**src/rtl/rsa_word_loader.sv**
```systemverilog
// rsa_word_loader: deserializes a framed word stream (msg, key, modulus)
// into three MOD_WIDTH-bit operands and offers them to the RSA core.
module rsa_word_loader #(
  parameter int unsigned MOD_WIDTH  = 256,
  parameter int unsigned WORD_WIDTH = 32
) (
  input  logic                  clk,
  input  logic                  rst,
  input  logic                  i_valid,
  output logic                  i_ready,
  input  logic [WORD_WIDTH-1:0] i_word,
  input  logic                  i_last,
  output logic                  o_valid,
  input  logic                  o_ready,
  output logic [MOD_WIDTH-1:0]  o_msg,
  output logic [MOD_WIDTH-1:0]  o_key,
  output logic [MOD_WIDTH-1:0]  o_modulus,
  output logic                  o_frame_err
);

  localparam int unsigned WPO   = MOD_WIDTH / WORD_WIDTH;
  localparam int unsigned FRAME = 3 * WPO;
  localparam int unsigned CNT_W = $clog2(FRAME);

  localparam logic [0:0] ST_LOAD = 1'b0;
  localparam logic [0:0] ST_SEND = 1'b1;

  logic [0:0]           state_q, state_d;
  logic [CNT_W-1:0]     cnt_q, cnt_d;
  logic                 err_q, err_d;
  logic [MOD_WIDTH-1:0] msg_q, msg_d;
  logic [MOD_WIDTH-1:0] key_q, key_d;
  logic [MOD_WIDTH-1:0] mod_q, mod_d;
  logic                 accept;
  logic                 last_slot;

  // Handshake flags decode from state only; no input reaches them combinationally.
  assign i_ready     = (state_q == ST_LOAD);
  assign o_valid     = (state_q == ST_SEND);
  assign accept      = i_ready & i_valid;
  assign last_slot   = (cnt_q == CNT_W'(FRAME - 1));
  assign o_frame_err = err_q;
  assign o_msg       = msg_q;
  assign o_key       = key_q;
  assign o_modulus   = mod_q;

  // Next state, word counter and framing-error decision.
  always_comb begin
    state_d = state_q;
    cnt_d   = cnt_q;
    err_d   = 1'b0;
    case (state_q)
      ST_LOAD: begin
        if (accept) begin
          if (last_slot && i_last) begin
            state_d = ST_SEND;
            cnt_d   = '0;
          end else if (i_last || last_slot) begin
            // Short or long frame: discard and restart counting.
            err_d = 1'b1;
            cnt_d = '0;
          end else begin
            cnt_d = cnt_q + CNT_W'(1);
          end
        end
      end
      ST_SEND: begin
        if (o_ready) state_d = ST_LOAD;
      end
      default: state_d = ST_LOAD;
    endcase
  end

  // Steer each accepted word into its operand slice, LS word first.
  always_comb begin
    msg_d = msg_q;
    key_d = key_q;
    mod_d = mod_q;
    if (accept) begin
      for (int k = 0; k < int'(WPO); k++) begin
        if (cnt_q == CNT_W'(k))           msg_d[k*WORD_WIDTH +: WORD_WIDTH] = i_word;
        if (cnt_q == CNT_W'(WPO + k))     key_d[k*WORD_WIDTH +: WORD_WIDTH] = i_word;
        if (cnt_q == CNT_W'(2*WPO + k))   mod_d[k*WORD_WIDTH +: WORD_WIDTH] = i_word;
      end
    end
  end

  // State, counter, error pulse and operand registers.
  always_ff @(posedge clk or posedge rst) begin
    if (rst) begin
      state_q <= ST_LOAD;
      cnt_q   <= '0;
      err_q   <= 1'b0;
      msg_q   <= '0;
      key_q   <= '0;
      mod_q   <= '0;
    end else begin
      state_q <= state_d;
      cnt_q   <= cnt_d;
      err_q   <= err_d;
      msg_q   <= msg_d;
      key_q   <= key_d;
      mod_q   <= mod_d;
    end
  end

endmodule

```
**config.mk**
```make
export PLATFORM = sky130hd
export DESIGN_NAME = rsa_word_loader
export DESIGN_NICKNAME = d
export VERILOG_FILES = /design/src/rtl/rsa_word_loader.sv
export SDC_FILE = /design/constraint.sdc
export NUM_CORES = 1
export LEC_CHECK = 0
export ABC_CLOCK_PERIOD_IN_PS = 24000
export CAP_MARGIN = 20
export CORE_AREA = 3 3 316 318
export CTS_CLUSTER_DIAMETER = 30
export DETAILED_ROUTE_END_ITERATION = 8
export DIE_AREA = 0 0 319 321
export GPL_TIMING_DRIVEN = 0
export PLACE_DENSITY = 0.61
export SYNTH_ARGS = -nofsm -noshare
export SYNTH_HDL_FRONTEND = slang
export SYNTH_SLANG_ARGS = --single-unit
```
**constraint.sdc**
```tcl
create_clock -name clk -period 24 [get_ports clk]
set_clock_uncertainty 0.05 [all_clocks]
set_input_delay 3.6 -clock clk [delete_from_list [all_inputs] [get_ports clk]]
set_output_delay 3.6 -clock clk [all_outputs]
set_load 0.01 [all_outputs]
```
After elaboration in Yosys (flattened, before gate mapping):

Index checks and enable logic that the tools add are counted.

* latch bits: 0
* output and inout bits: 771
* input port bits: 37
* logic and storage cells: 91
* register bits: 775
* bits in writable memories: 0
* memories kept: 0
* ROM bits: 0

* equal/unequal tests: 23
* $mul: 0
* add/subtract/negate cells: 1
* divide/modulo/power cells: 0
* shifts and indexed selects: 0
* order comparisons: 0
* reduce and logical (&&, ||, !) cells: 28
* mux-type cells: 10
* bitwise logic cells: 2

Operators by type and width (count)
* 2-bit AND reduction: 25
* 5-bit by 4-bit == test with 1-bit output, second input constant: 8
* 5-bit == test, second input constant: 8
* 5-bit by 3-bit == test with 1-bit output, second input constant: 4
* 5-bit by 2-bit == test with 1-bit output, second input constant: 2
* 5-bit 2-to-1 mux: 2
* 1-bit 2-to-1 mux: 7
* 5-bit by 1-bit adder with 5-bit output, second input constant: 1
* 5-bit by 1-bit == test with 1-bit output, second input constant: 1
* 5-bit zero test: 1
* 1-bit one-hot mux with 2 select lines: 1
* 1-bit bitwise AND: 1
* 1-bit logical AND: 1
* 1-bit logical OR: 1
* 1-bit NOT: 1

Longest topological paths before layout:

* word-level depth: 6
* mapped depth: 8

Worst setup path before layout:

No wires, ideal clock.

* path kind: input to register
* from: input port i_valid
* to: register mod_q[142] (netlist: o_modulus[142])
* arrival: 4747 ps
* required time: 23825 ps
* setup slack: 19078 ps
* buffers on the path: 2
* cell stages on the path: 5
* cell sequence: nor4bb_2 and3_1 buf_2 buf_4 mux2_2

* longest elaborated chain between the ends: 2

Ends and longest elaborated chain
* start, declared: line 9 `input logic i_valid,`
* 1-bit bitwise AND: line 40 `assign accept = i_ready & i_valid;`
* 2-bit AND reduction (no line)
* end signal, assigned: line 103 `mod_q <= mod_d;`
* end, declared: line 33 `logic [MOD_WIDTH-1:0] mod_q, mod_d;`

No other way between the ends.
A chain may end at the register's enable or synchronous reset.

==> results.yml <==
floorplanning:
  die_w_um: 319
  coreArea_um2: 96850
  initial_utilization: 0.3016
  chipHeight_um: 321
  die-area_um2: 102400
  io_pins: 808
  std_cell_rows: 114
synth:
  synth-edff-count: 0
  syn_avg_cell_area_um2: 16.57
  synth_top_area_frac: 0.6640
  synthCells: 1763
  syn_nets: 1807
  synthTopCellsByArea: "dfrtp_1 (66%), mux2_2 (25%), mux2_1 (4.6%)"
  yosysMostFrequentCell: "dfrtp_1"
  synth_warnings: 0
  async_flop_share: 1.000
  synth_area_leader_cell: "dfrtp_1"
  ys_types: 28
  synth_top_cells_by_count: "dfrtp_1 (775), mux2_2 (648), mux2_1 (120)"
  ys_ff_latch: 775
  ys.flop_type: "dfrtp_1"
  yosysSeqAreaShare: 0.6640
  syn_area_um2: 29210
route:
  drt_iter0_markers: 740
  remaining_drc_errors: 0
  ant_nets: 0
  avgRoutedWirePerCell_um: 25.18
  vias_per_cell: 4.634
  drt_wl_total_um: 105300
  dr.pass1.iters: 4
  vias: 19390
setup_path:
  cp.required_ns: 24.86
  crit_path_end_kind: "async pin"
  path_max_fanout: 46
  start_kind: "input pin"
  crit_type: "in -> async"
  worstPathArrival_ns: 6.65
  r2r_cells: 6
sta:
  slew_viol_final: 0
  grt_setup_unrepaired: "false"
  setup_violations: 0
  tightest_slew_ns: 0.9838
  fin_crit_sh: 0.2412
  fmax_mhz: 172.7
  min_period_ns: 5.790
  hold_violations: 0
  tns_ns: 0
  slew_headroom: 0.3420
  setup_slack_ns: 18.21
  whs_ns: 0.4283
cts:
  cts_setup_buffers: 0
  cts_tree: "yes"
  holdBufCountCts: 0
  clkSinkCount: 775
  clkSlewWorstSetupHoldPaths_ns: 0.04
  clkLatencyLatePin_ns: 0.73
  root_buffer: "clkbuf_16"
  clock_tree.buffer_depth: 3
  cts_made_buffers: 168
  cts_resized: 0
  htreeDepth: 4
placed_design:
  port_buffers: 807
  dp_hpwl_um: 78080
  placed_cells: 3867
  pre_cts_slack_ns: 17.34
  gp_congestion: 0.7913
global_route:
  grt_util_all_layers: 0.2037
  grt_pass1_wl_um: 152800
  grt_pass1_vias: 21400
  grt.overflow.total: 0
  antenna_found_initial: 11
  grt_max_degree: 47
cells_and_area:
  fin_nets: 2805
  syn_to_final_growth_pct: 55.04
  layout-drive-gt1-share: 0.3622
  fin_cells: 4183
power:
  power.density_nw_per_um2: 118.3
  ir_worst_vdd_uv: 82.78
  power_leakage_uw: 0.02110
status:
  status: "finished clean"
min_path:
  holdCritPathClass: "reg -> reg"
  hold_depth: 1
run:
  cap_viol_max_count: 0
[metrics by stage]
| stage | instance area, um^2 | utilization | total power, uW |
|---|---|---|---|
| 4_1_cts | 45270 | 0.4674 | 5421 |
| 5_1_grt | 45270 | 0.4674 | 5571 |
| 2_1_floorplan | 29210 | - | 2206 |
| 3_5_place_dp | 39310 | 0.4058 | 3005 |
| 3_3_place_gp | 38890 | 0.4015 | 2973 |
| 6_report | 45280 | 0.4676 | 5355 |
[layer usage]
metal	routed length (um)	share of wire	global-route usage
met1	40900	0.39	0.2337
met2	50990	0.48	0.3405
met3	9847	0.093	0.08375
met4	3570	0.034	0.07825
met5	24	0.00023	0
[path summary, 6_finish.rpt]
path                             from          to  slack [ns]
min reg2reg                o_key[157]  o_key[157]        0.43
min in group asynchronous         rst  o_msg[108]        3.23
min                        o_key[157]  o_key[157]        0.43
max reg2reg                  cnt_q[1]  o_key[168]       21.26
max                               rst    o_msg[4]       18.21
max in group clk              o_valid     o_valid       18.27
[cells by family (layout without fill, tap and decap cells)]
kind of cell,count (synthesis),after routing,share of synthesized area
AOI/OAI and AO/OA,6,6,0.001200
adders and majority gates,7,7,0.002998
buffers and inverters,154,1293,0.02463
DFF,775,775,0.6640
muxes,768,768,0.2961
other,0,5,0
and+or+nand+nor,53,53,0.01110
[cell type report]
| cell class | instances | area (um^2) |
|---|---|---|
| antenna | 5 | 12.51 |
| buffer | 147 | 693.2 |
| clock buffer | 216 | 4740 |
| clock inverter | 95 | 1226 |
| fill | 8339 | 51570 |
| inverter | 7 | 30.03 |
| multi-input combinational | 834 | 9095 |
| sequential | 775 | 19390 |
| tap | 1276 | 1597 |
| timing repair buffer | 828 | 8498 |
[registers in the layout, indices dropped and copies added, names as in the netlist]
register	flops
o_key	256
o_modulus	256
o_msg	256
cnt_q	5
o_frame_err	1
o_valid	1
[critical path, cell delays in order]
cell	delay (ns)
clkdlybuf4s50_1	0.44
clkinvlp_4	0.39
buf_12	0.29
buf_12	0.23
buf_12	0.23
buf_12	0.24
buf_12	0.26
buf_12	0.28
buf_12	0.27
buf_12	0.29
[cell usage in the layout (no fill, tap or decap), types with 2 or more instances in the layout]
cell type / netlist / routed
o21ai_0: 4 / 4
bufinv_16: 0 / 21
clkinv_8: 0 / 2
clkbuf_16: 0 / 172
ha_1: 7 / 7
clkinv_4: 0 / 9
clkbuf_8: 0 / 27
buf_12: 0 / 21
nand3_1: 6 / 6
buf_4: 16 / 16
nor2b_1: 7 / 7
buf_2: 64 / 64
and4_1: 2 / 2
nor2_1: 2 / 2
clkinv_2: 0 / 34
and3_1: 5 / 5
mux2_2: 648 / 648
and4bb_2: 2 / 2
nand2b_1: 3 / 3
inv_6: 0 / 8
clkinvlp_4: 0 / 16
inv_1: 7 / 6
nand2_1: 18 / 18
clkinv_16: 0 / 2
clkbuf_1: 66 / 83
mux2_1: 120 / 120
clkdlybuf4s50_1: 0 / 807
dfrtp_1: 775 / 775
inv_16: 0 / 3
diode_2: 0 / 5
[report_power, final]
group | switching (uW) | internal (uW) | total [uW]
combinational | 504 | 710 | 1210
sequential | 163 | 1600 | 1760
clock | 756 | 1620 | 2380
No activity file was read; power rests on OpenSTA's default activity.
